### config.mk
export PLATFORM = sky130hd
export DESIGN_NAME = pe_conf_loader
export DESIGN_NICKNAME = d
export VERILOG_FILES = /design/src/rtl/pe_conf_loader.sv
export SDC_FILE = /design/constraint.sdc
export NUM_CORES = 1
export LEC_CHECK = 0
export CORE_MARGIN = 2
export CORE_UTILIZATION = 50
export CTS_CLUSTER_DIAMETER = 120
export CTS_CLUSTER_SIZE = 24
export DETAILED_ROUTE_END_ITERATION = 8
export MAX_ROUTING_LAYER = met4
export PLACE_DENSITY = 0.84
export REMOVE_ABC_BUFFERS = 1
export SLEW_MARGIN = 15
export SYNTH_ARGS = -nofsm -noshare
export SYNTH_HDL_FRONTEND = slang
export SYNTH_SLANG_ARGS = --single-unit
### constraint.sdc
create_clock -name i_clk -period 5 [get_ports i_clk]
set_clock_uncertainty 0.05 [all_clocks]
set_input_delay 0.5 -clock i_clk [delete_from_list [all_inputs] [get_ports i_clk]]
set_output_delay 0.5 -clock i_clk [all_outputs]
set_load 0.1 [all_outputs]
### src/rtl/pe_conf_loader.sv
// pe_conf_loader: gathers NWORD raw config words into a PECfg::Conf and hands it to the PE.
// Define PE_CONF_CHECK_EN to reject frames with out-of-range sizes or zero dimensions (o_err).
package RFCfg;
  typedef enum logic [1:0] {DWD_8B, DWD_16B, DWD_24B, DWD_32B} DWD_mode;
endpackage

package PECfg;
  import RFCfg::DWD_mode;

  localparam int PCONFDWD = 6;
  localparam int WPADSIZE = 48;
  localparam int IPADSIZE = 16;
  localparam int PPADSIZE = 100;

  typedef logic [6:0] wpad_t;
  typedef logic [4:0] ipad_t;
  typedef logic [6:0] ppad_t;
  typedef logic [5:0] upix_t;

  typedef struct packed {
    logic [3:0] Pch;
    logic [4:0] Pm;
    logic [2:0] Au;
    logic [2:0] Tb;
    logic [2:0] U;
    logic       XNumT;
    logic       WNumT;
    logic [2:0] R;
    logic [2:0] S;
    logic [3:0] Xb;
    logic [3:0] Wb;
    logic [3:0] Wb_idx;
    DWD_mode    Psum_mode;
    logic [6:0] Tw;
    wpad_t      wpad_size;
    ipad_t      ipad_size;
    ppad_t      ppad_size;
    upix_t      Upix;
    logic       PixReuse;
  } Conf;

  typedef struct packed {
    logic       start;
    logic [2:0] op;
    logic [3:0] tag;
  } Inst;
endpackage

module pe_conf_loader
  import PECfg::*;
  import RFCfg::DWD_mode;
#(
  parameter int NWORD = 12
) (
  input  logic                      i_clk,
  input  logic                      i_rst,
  input  logic [PCONFDWD-1:0]       i_word,
  input  logic                      i_word_vld,
  output logic                      o_word_rdy,
  input  logic                      i_abort,
  output logic [$bits(Conf)-1:0]    o_conf,
  output logic                      o_conf_vld,
  input  logic                      i_conf_rdy,
  output logic [$bits(Inst)-1:0]    o_inst,
  output logic                      o_err
);

  localparam int CW = (NWORD > 1) ? $clog2(NWORD) : 1;

  typedef enum logic [1:0] {IDLE, LOAD, CALC, HOLD} state_t;

  state_t        state_q, state_d;
  logic [CW-1:0] cnt_q;
  Conf           stg_q, calc;
  Inst           inst_w;
  logic          start_q;
  logic          xfer, take_word, last_word, reject;

  assign o_word_rdy = !i_rst && (state_q == IDLE || state_q == LOAD);
  assign xfer       = i_word_vld && o_word_rdy;
  assign take_word  = xfer && !i_abort;
  assign last_word  = (cnt_q == CW'(NWORD - 1));
  assign o_conf_vld = (state_q == HOLD);

`ifdef PE_CONF_CHECK_EN
  logic err_q;

  // Limits are judged on the untruncated products so oversize frames cannot alias into range.
  always_comb begin
    reject = (12'(stg_q.Pch) * 12'(stg_q.Pm) * 12'(stg_q.R) > 12'(WPADSIZE)) ||
             (8'(stg_q.Pch) * 8'(stg_q.R) > 8'(IPADSIZE)) ||
             (12'(stg_q.Pm) * 12'(stg_q.Tw) > 12'(PPADSIZE)) ||
             (stg_q.Pch == '0) || (stg_q.Pm == '0) ||
             (stg_q.R == '0) || (stg_q.U == '0);
  end

  always_ff @(posedge i_clk or posedge i_rst) begin
    if (i_rst) err_q <= 1'b0;
    else       err_q <= (state_q == CALC) && !i_abort && reject;
  end

  assign o_err = err_q;
`else
  assign reject = 1'b0;
  assign o_err  = 1'b0;
`endif

  always_ff @(posedge i_clk or posedge i_rst) begin
    if (i_rst) state_q <= IDLE;
    else       state_q <= state_d;
  end

  always_comb begin
    state_d = state_q;
    case (state_q)
      IDLE: if (take_word) state_d = last_word ? CALC : LOAD;
      LOAD: begin
        if (i_abort)                       state_d = IDLE;
        else if (take_word && last_word)   state_d = CALC;
      end
      CALC: state_d = (i_abort || reject) ? IDLE : HOLD;
      HOLD: if (i_conf_rdy) state_d = IDLE;
      default: state_d = IDLE;
    endcase
  end

  always_ff @(posedge i_clk or posedge i_rst) begin
    if (i_rst)          cnt_q <= '0;
    else if (i_abort)   cnt_q <= '0;
    else if (take_word) cnt_q <= last_word ? '0 : cnt_q + CW'(1);
  end

  // Staging register: each word lands in its fields as it arrives.
  always_ff @(posedge i_clk or posedge i_rst) begin
    if (i_rst) begin
      stg_q <= '0;
    end else if (take_word) begin
      case (int'(cnt_q))
        0:  stg_q.Pch <= i_word[3:0];
        1:  stg_q.Pm  <= i_word[4:0];
        2:  begin stg_q.Au <= i_word[2:0]; stg_q.Tb <= i_word[5:3]; end
        3:  begin stg_q.U <= i_word[2:0]; stg_q.XNumT <= i_word[3]; stg_q.WNumT <= i_word[4]; end
        4:  stg_q.R      <= i_word[2:0];
        5:  stg_q.S      <= i_word[2:0];
        6:  stg_q.Xb     <= i_word[3:0];
        7:  stg_q.Wb     <= i_word[3:0];
        8:  stg_q.Wb_idx <= i_word[3:0];
        9:  stg_q.Psum_mode <= DWD_mode'(i_word[$bits(DWD_mode)-1:0]);
        10: stg_q.Tw[5:0] <= i_word[5:0];
        11: stg_q.Tw[6]   <= i_word[0];
        default: ;
      endcase
    end
  end

  always_comb begin
    calc           = stg_q;
    calc.wpad_size = wpad_t'(12'(stg_q.Pch) * 12'(stg_q.Pm) * 12'(stg_q.R));
    calc.ipad_size = ipad_t'(8'(stg_q.Pch) * 8'(stg_q.R));
    calc.ppad_size = ppad_t'(12'(stg_q.Pm) * 12'(stg_q.Tw));
    calc.Upix      = upix_t'(8'(stg_q.U) * 8'(stg_q.Pch));
    calc.PixReuse  = (stg_q.R < stg_q.U) || (stg_q.R == 3'd1);
  end

  // o_conf only changes when a new frame is published, so it stays put through backpressure.
  always_ff @(posedge i_clk or posedge i_rst) begin
    if (i_rst) begin
      o_conf  <= '0;
      start_q <= 1'b0;
    end else begin
      if (state_q == CALC && state_d == HOLD) o_conf <= calc;
      start_q <= (state_q == HOLD) && i_conf_rdy;
    end
  end

  always_comb begin
    inst_w       = '0;
    inst_w.start = start_q;
  end

  assign o_inst = inst_w;

endmodule

==> flow_summary.yaml <==
floorplanning:
  die_y_um: 122.6
  ioPinCount: 95
  die_w_um: 122.6
  die_area_um2: 15030
  rows: 43
  core-area_um2: 13830
  start_util_pct: 50.85
sta:
  min_period_over_period_pct: 92.98
  min_period_ns: 4.649
  slew_headroom_pct: 32.50
  rsz0062_at_grt: "no"
  hold_viol_final: 0
  max_slew.worst_pin.slew_ns: 1.009
  fin_tns_setup_ns: 0
  timing.fmax_mhz: 215.1
  setup_ws_ns: 0.3508
  maxSlewViolCount: 0
  setup_viol: 0
yosys:
  synth_top_cell_by_area: "dfrtp_1"
  synth_cell_types: 37
  syn_avg_cell_area_um2: 12.08
  synthFlopType: "dfrtp_1"
  ys_ff_latch: 127
  synth_cells: 582
  async_flop_share_pct: 100.0
  synth_common_cells: "127 x dfrtp_1, 78 x nand2_1, 59 x mux2_2"
  yosysWarnings: 0
  synth-edff-count: 0
  seq_area_frac_synth_pct: 45.20
  synth_top_area_share_pct: 45.20
  ys_top_cells_by_area: "dfrtp_1 45%, mux2_2 9.5%, mux2_4 8.5%"
  netlist_area_um2: 7030
  yosysMostFrequentCell: "dfrtp_1"
drt:
  wire_per_inst_um: 16.39
  drc_errors: 0
  drtIter0Drc: 205
  routed_via_density: 5.149
  finalWirelength_mm: 14.10
  route.vias.total: 4428
  drtPass1Iterations: 7
  drtAntennaViolNets: 0
power_and_ir_drop:
  power.internal_w: 0.002017
  p_switching_w: 0.0008368
  p_per_area_nw_per_um2: 333.1
  clkPwrFrac_pct: 43.7
  leakagePower_nw: 4.313
  pwr-share-seq_pct: 38.8
  combPwrFrac_pct: 17.5
  ir_worst_vdd_v: 0.0002197
  sw_frac_of_total_pct: 29.32
setup_path:
  slowest_stage: "fa_1"
  r2r_slack_ns: 0.35
  crit_top_cell: "fa_1"
  cp_cell_sequence: "nand2_1, fa_1, inv_1, fa_1, inv_1, fa_1, xnor2_1, nand2_1, fa_1, inv_1, ha_1, a21o_1, a21oi_1, xnor2_1, xnor3_1, o21ai_0"
  startpoint_type: "flop"
  worstPathArrival_ns: 4.93
  timing.rr.end: "o_conf[25]"
  reg2reg_from: "calc[65]"
  critPathMaxStageDelay_ns: 0.58
  rr_worst_depth: 16
  path_class: "flop to flop"
  critPathCaptureType: "flop"
  cp.required_ns: 5.28
  cp_max_fo: 12
flow_run:
  maxCapViolCount: 0
cells_and_area:
  diodes: 0
  drive_above_1_share_pct: 21.47
  area_delta_synth_final_pct: 21.89
  seqCellArea_um2: 3179
  multi_input_area_um2: 3480
  nets: 738
  fillCellCount: 1043
global_route:
  grt_max_degree: 55
  grt_pass1_vias: 4724
  antenna_found_initial: 0
  overflow: 0
  grt_first_pass_wirelength_mm: 23.78
  globalRouteTotalUtil_pct: 21.38
clock_network:
  cts_resized: 0
  clk_path_buf_depth: 2
  cts_buffers: 17
  clkLatencyLatePin_ns: 0.42
  postCtsSetupBuffers: 0
  clk_pin_slew_ns: 0.06
  root_buffer: "clkbuf_16"
  cts_tree: "yes"
  htree_levels: 4
  cts_sinks: 127
  cts_hold_buffers: 0
min_path:
  holdPathStages: 2
  hold_end: "o_conf[22]"
  min-delay-start: "o_conf[22]"
  hp-class: "flop to flop"
placement:
  io_buffers: 86
  dpl.hpwl_mm: 9.674
  place_ws_ns: 0.2575
  gp_congestion: 0.8837
outcome:
  status: "completed"
logic make-up after synthesis:
kind of cell / share of synthesized area (%)
simple gates: 10.22
fa+ha+maj: 13.35
mux: 17.99
xor+xnor: 3.506
other cells: 0.05334
compound gates: 3.969
buf+inv: 5.713
flops: 45.20
metal layers:
metal,vias to the layer above,part of all wire [%],track usage (%),wire (um)
met4,0,2.0,7.830,278
met3,23,2.7,4.647,378
met1,2238,45,26.62,6348
met2,82,50,34.51,7091
met5,-,0,-,0
li1,2085,-,-,-
state kept, by name, indices dropped and copies added, names as in the netlist:
name	cells
start_q	1
cnt_q	4
o_conf	73
calc	47
state_q	2
critical path: cells and delay by family, from the launching register on:
family | cells | cell delay (ns)
adder cells (fa/ha/maj) | 5 | 2.39
flip-flops | 1 | 0.47
XOR/XNOR | 3 | 0.79
AND/OR/NAND/NOR | 2 | 0.21
buffers and inverters | 3 | 0.17
AO/OA/AOI/OAI | 3 | 0.48
layout by cell type (no fill, tap or decap), types with 8 or more instances in the layout:
cell type,n
ha_1,35
mux2_4,40
o21ai_0,26
conb_1,8
nand2_1,78
mux2_2,59
fa_1,25
buf_4,10
clkbuf_16,17
clkdlybuf4s50_1,86
inv_1,39
a21oi_1,13
and2_1,36
xnor2_1,16
dfrtp_1,126
layout make-up:
class / count / area share, %
Multi-Input combinational cell: 385 / 40.60
Sequential cell: 127 / 37.10
Timing Repair Buffer: 96 / 10.92
Clock buffer: 19 / 5.169
Tap cell: 180 / 2.628
Clock inverter: 13 / 1.796
Inverter: 40 / 1.781
power by group through the flow:
stage,registers (W),clock network (W),logic (W)
after floorplan,0.00117,0,0.000302
after global placement,0.00112,0,0.000484
after detailed placement,0.00113,0,0.000496
after CTS,0.00111,0.00127,0.000504
after global routing,0.00111,0.00131,0.000555
final,0.00111,0.00125,0.000499
worst max path at each step:
stage	cells past startpoint	slack, ns	startpoint	endpoint
after global routing	16	0.08	calc[65]	o_conf[25]
after floorplan	16	0.52	calc[64]	o_conf[25]
after CTS	16	0.22	calc[65]	o_conf[25]
after detailed placement	16	0.26	calc[65]	o_conf[25]
final	16	0.35	calc[65]	o_conf[25]
after global placement	16	0.44	calc[65]	o_conf[25]
stage by stage:
stage / hold WS [ns] / instances / util [%] / instance area, um^2 / total power, W
2_1_floorplan: 0.4165 / 552 / - / 6805 / 0.001476
3_3_place_gp: 0.4111 / 828 / 57.65 / 7971 / 0.001607
3_5_place_dp: 0.4219 / 828 / 57.65 / 7971 / 0.001622
4_1_cts: 0.4353 / 860 / 61.97 / 8568 / 0.002879
5_1_grt: 0.4571 / 860 / 61.98 / 8569 / 0.002980
6_report: 0.4257 / 860 / 61.98 / 8569 / 0.002854
No activity file was read; power rests on OpenSTA's default activity.
==> patch 1 (config.mk and constraints unchanged) <==
One comparison of `cnt_q` changes from == to >=.
--- a/src/rtl/pe_conf_loader.sv
+++ b/src/rtl/pe_conf_loader.sv
@@ -80,5 +80,5 @@
   assign xfer       = i_word_vld && o_word_rdy;
   assign take_word  = xfer && !i_abort;
-  assign last_word  = (cnt_q == CW'(NWORD - 1));
+  assign last_word  = (cnt_q >= CW'(NWORD - 1));
   assign o_conf_vld = (state_q == HOLD);
 
Function: same outputs for any inputs over 10 cycles, from zero or initial values and one cycle with i_rst high; that may be too few to reach the edited logic, so the function may still have changed.
==> patch 1 against the original RTL <==
- combinational power shrank 15%
- total power is 0.70% lower
- sequential cell count unchanged
- design area down 1.9%
- area after synthesis fell by 2.9%
- worst setup slack improved by 0.073 ns
- hold slack worse by 0.011 ns
- non-clock buffer count decreased by 5
- largest power group unchanged
- via count rose by 9.0%
- core utilization up 1.2 points
- maximum frequency is 1.6% higher
- wire length decreased by 1.6%
==> patch 1: results <==
[setup_path]
critPathLaunchType = flop
cp_max_fo = 13
reg2regPathDepth = 13
crit_slowest_cell = dfrtp_1
slowest_delay_ns = 0.56
rrSetupSlack_ns = 0.42
worstPathArrival_ns = 4.85
reg2reg_from = calc[71]

[placement]
place_ws_ns = 0.4078
dp.cells = 923
postPlaceCellArea_um2 = 7790
place_hpwl_um = 9365
gp_congestion = 0.8509

[global_routing]
grtUsageMet1 = 0.2745
grt_use_met3 = 0.05780
grt_max_degree = 65
grt.total_usage = 0.2148
grt_pass1_vias = 4854
grt_use_met2 = 0.3392
grt_first_pass_wirelength_um = 23730

[logic_synthesis]
synth_ff_type = dfrtp_1
syn_area_per_cell_um2 = 9.897
yosysSeqAreaShare = 0.4654
synth-xor-area-share = 0.03609
synthTopCellsByArea = dfrtp_1 47%, nand2_1 13%, mux2_2 7.8%
synth.distinct_cells = 36
synth_compound_area_frac = 0.03829
synthTopCellsByCount = 233 x nand2_1, 127 x dfrtp_1, 47 x mux2_2, 40 x and2_1, 38 x inv_1
synthAdderAreaFrac = 0.1374
synth_mux_area_frac = 0.07750

[timing]
timing.hold.ws_ns = 0.4143
tightest_slew_ns = 1.007

[finish]
drive_gt1_frac = 0.1117
num-nets-final = 837
area_growth_pct = 23.05
fin_cells = 955
fillCellCount = 1093
largest_reg_flops = 73

[worst_hold_path]
holdPathEnd = o_conf[45]
hold_start = calc[45]

[route]
drt_iter0_drc = 240
vias = 4826
firstDrtPassIters = 4
wire_per_inst_um = 14.53

[power_and_ir_drop]
p_leak_nw = 4.325
vdd_drop_max_mv = 0.2447

[outcome]
status = finished clean

[cts]
clk_path_buf_depth = 2
[patch 1: worst register-to-register path, stage by stage, from the launching register on]
cell      delay, ns
dfrtp_1        0.56
nand2_1        0.13
fa_1           0.51
fa_1           0.54
fa_1           0.52
nand2b_1       0.18
fa_1           0.50
inv_1          0.07
fa_1           0.45
a21o_1         0.19
a21oi_1        0.17
xnor2_1        0.16
xnor3_1        0.32
o21ai_0        0.16
[patch 1: per-layer routing]
metal | part of all wire | vias to the layer above
met1 | 0.43 | 2378
met3 | 0.052 | 7
li1 | - | 2318
met2 | 0.51 | 123
met4 | 0.0068 | 0
met5 | 0 | -
[patch 1: final cells by class]
type,instances,area share
clock buffers,21,0.05360
clock inverters,11,0.01936
inverters,38,0.01727
multi-input cells,491,0.3985
flip-flops and latches,127,0.3782
well taps,176,0.02621
repair buffers,91,0.1069
[patch 1: power breakdown]
part | switching, mW | total, mW | internal [mW]
registers | 0.0659 | 1.13 | 1.07
logic | 0.279 | 0.424 | 0.145
clock network | 0.432 | 1.28 | 0.844
==> patch 2 (same flow settings) <==
Without the edit above. The parameter `NWORD` goes from 12 to 24.
--- a/src/rtl/pe_conf_loader.sv
+++ b/src/rtl/pe_conf_loader.sv
@@ -51,5 +51,5 @@
   import RFCfg::DWD_mode;
 #(
-  parameter int NWORD = 12
+  parameter int NWORD = 24
 ) (
   input  logic                      i_clk,
Formal check against the unedited RTL: no difference found for any inputs over 10 cycles, from zero or initial values and one cycle with i_rst high; that may be too few to reach the edited logic, so the function may still have changed.
==> patch 2 against the original RTL <==
- design area fell by 1.0%
- total power down 5.2%
- die area fell by 1.3%
- wire length shrank 0.40%
- worst setup slack got worse by 0.092 ns
- sequential cell count grew 1
- sequential power hardly changed
- area after synthesis decreased by 1.3%
- critical path type unchanged
- critical endpoint unchanged
==> patch 2: results <==
[placement]
gp_congestion = 0.8367
place_ws_ns = 0.2781
place_hpwl_um = 9343
io_buffers = 86
dp.cells = 938

[logic_synthesis]
synth.distinct_cells = 40
synth_edf_count = 0
ys_warn_count = 0
yosysSeqAreaShare = 0.4618
async_flop_share = 1.000
synthTopCellsByCount = 235 x nand2_1, 128 x dfrtp_1, 47 x mux2_2, 41 x inv_1, 35 x ha_1
syn_inst = 701
synthTopCellsByArea = dfrtp_1 46%, nand2_1 13%, mux2_2 7.6%

[setup_path]
cp_max_fo = 11
worstPathArrival_ns = 5.02

[route]
firstDrtPassIters = 5
drt_iter0_drc = 260
wire_per_inst_um = 14.49
vias = 4876
drt-total-wl_um = 14040

[power_and_ir_drop]
vdd_drop_max_mv = 0.2496
p_leak_nw = 4.379

[global_routing]
antenna_found_initial = 0
gr-total-overflow = 0
grt.total_usage = 0.2120
grt_max_degree = 86
grt_first_pass_wirelength_um = 23620
grt_pass1_vias = 4793

[worst_hold_path]
min_path_type = flop to flop

[timing]
slew-limit-headroom = 0.3166

[cts]
root_buffer = clkbuf_16
clk_latency_ns = 0.42
clk_pin_slew_ns = 0.06
ctsHtreeMaxLevel = 4
postCtsSetupBuffers = 0
clk_path_buf_depth = 2
cts_made_buffers = 17
cts_resized = 0

[finish]
drive_gt1_frac = 0.1229
diodes = 0
fillCellCount = 1166
largest_reg_flops = 73
regMostFlops = o_conf
num-nets-final = 848

[outcome]
status = finished clean

[run]
drv_cap = 0
==> patch 2: changes by cell type after synthesis, sizes merged, moves of 7 or more <==
cell | before | now
nand2 | 78 | 242
buf | 19 | 12
o21ai | 26 | 17
nor2 | 4 | 14
mux2 | 99 | 47
clkbuf | 18 | 26
==> patch 2: path summary, 6_finish.rpt <==
check	from	to	slack, ns	depth (start not counted)
hold / removal	calc[49]	o_conf[49]	0.41	2
min in group asynchronous	i_rst	start_q	0.67	2
setup / recovery	calc[72]	o_conf[25]	0.26	16
hold reg to reg	calc[49]	o_conf[49]	0.41	2
setup reg to reg	calc[72]	o_conf[25]	0.26	16
max in group asynchronous	i_rst	o_conf[35]	3.32	3
==> patch 2: worst max-delay path: stages, from the launching register on <==
cell,delay [ns]
dfrtp_1,0.52
nand2_1,0.14
fa_1,0.55
inv_1,0.05
fa_1,0.57
inv_1,0.07
fa_1,0.46
xnor2_1,0.24
nand2_1,0.11
fa_1,0.51
inv_1,0.05
ha_1,0.34
a21o_1,0.17
a21oi_1,0.16
xnor2_1,0.13
xnor3_1,0.40
o21ai_1,0.12
==> patch 2: cell families after synthesis <==
logic type               after synthesis  synth area share
AND/OR/NAND/NOR                      315            0.2024
AO/OA/AOI/OAI                         42           0.03355
multiplexers                          47           0.07630
buffers and inverters                 82           0.05339
adder cells (fa/ha/maj)               60            0.1353
flip-flops                           128            0.4618
XOR/XNOR                              26           0.03680
other                                  1         0.0005406
==> patch 2: where the power goes <==
part | internal, mW | leakage [nW] | switching, mW
Combinational | 0.132 | 2.31 | 0.215
Sequential | 1.07 | 1.77 | 0.0473
Clock | 0.808 | 0.296 | 0.438
Total | 2.01 | 4.38 | 0.700
==> patch 2: layout make-up <==
type / count / area, µm² / share of cell area
Clock buffer: 26 / 519.2 / 0.06121
Clock inverter: 5 / 75.07 / 0.008850
Sequential cell: 128 / 3203 / 0.3776
Timing Repair Buffer: 91 / 898.4 / 0.1059
Multi-Input combinational cell: 498 / 3406 / 0.4015
Tap cell: 180 / 225.2 / 0.02655
Inverter: 41 / 156.4 / 0.01844
==> patch 2: routing by layer <==
layer / share of wire / vias to the layer above / wire (µm) / global-route usage
met5: 0 / - / 0 / -
met4: 0.016 / 0 / 225 / 0.07040
met3: 0.039 / 24 / 550 / 0.05103
li1: - / 2344 / - / -
met2: 0.49 / 104 / 6861 / 0.3268
met1: 0.46 / 2404 / 6402 / 0.2776
==> patch 2: per-stage QoR <==
step           area, µm²  hold WS [ns]    util
3_3_place_gp        7885        0.3940  0.5747
2_1_floorplan       6746        0.3831       -
4_1_cts             8479        0.4166  0.6181
5_1_grt             8483        0.4346  0.6183
6_report            8483        0.4148  0.6183
3_5_place_dp        7885        0.4028  0.5747
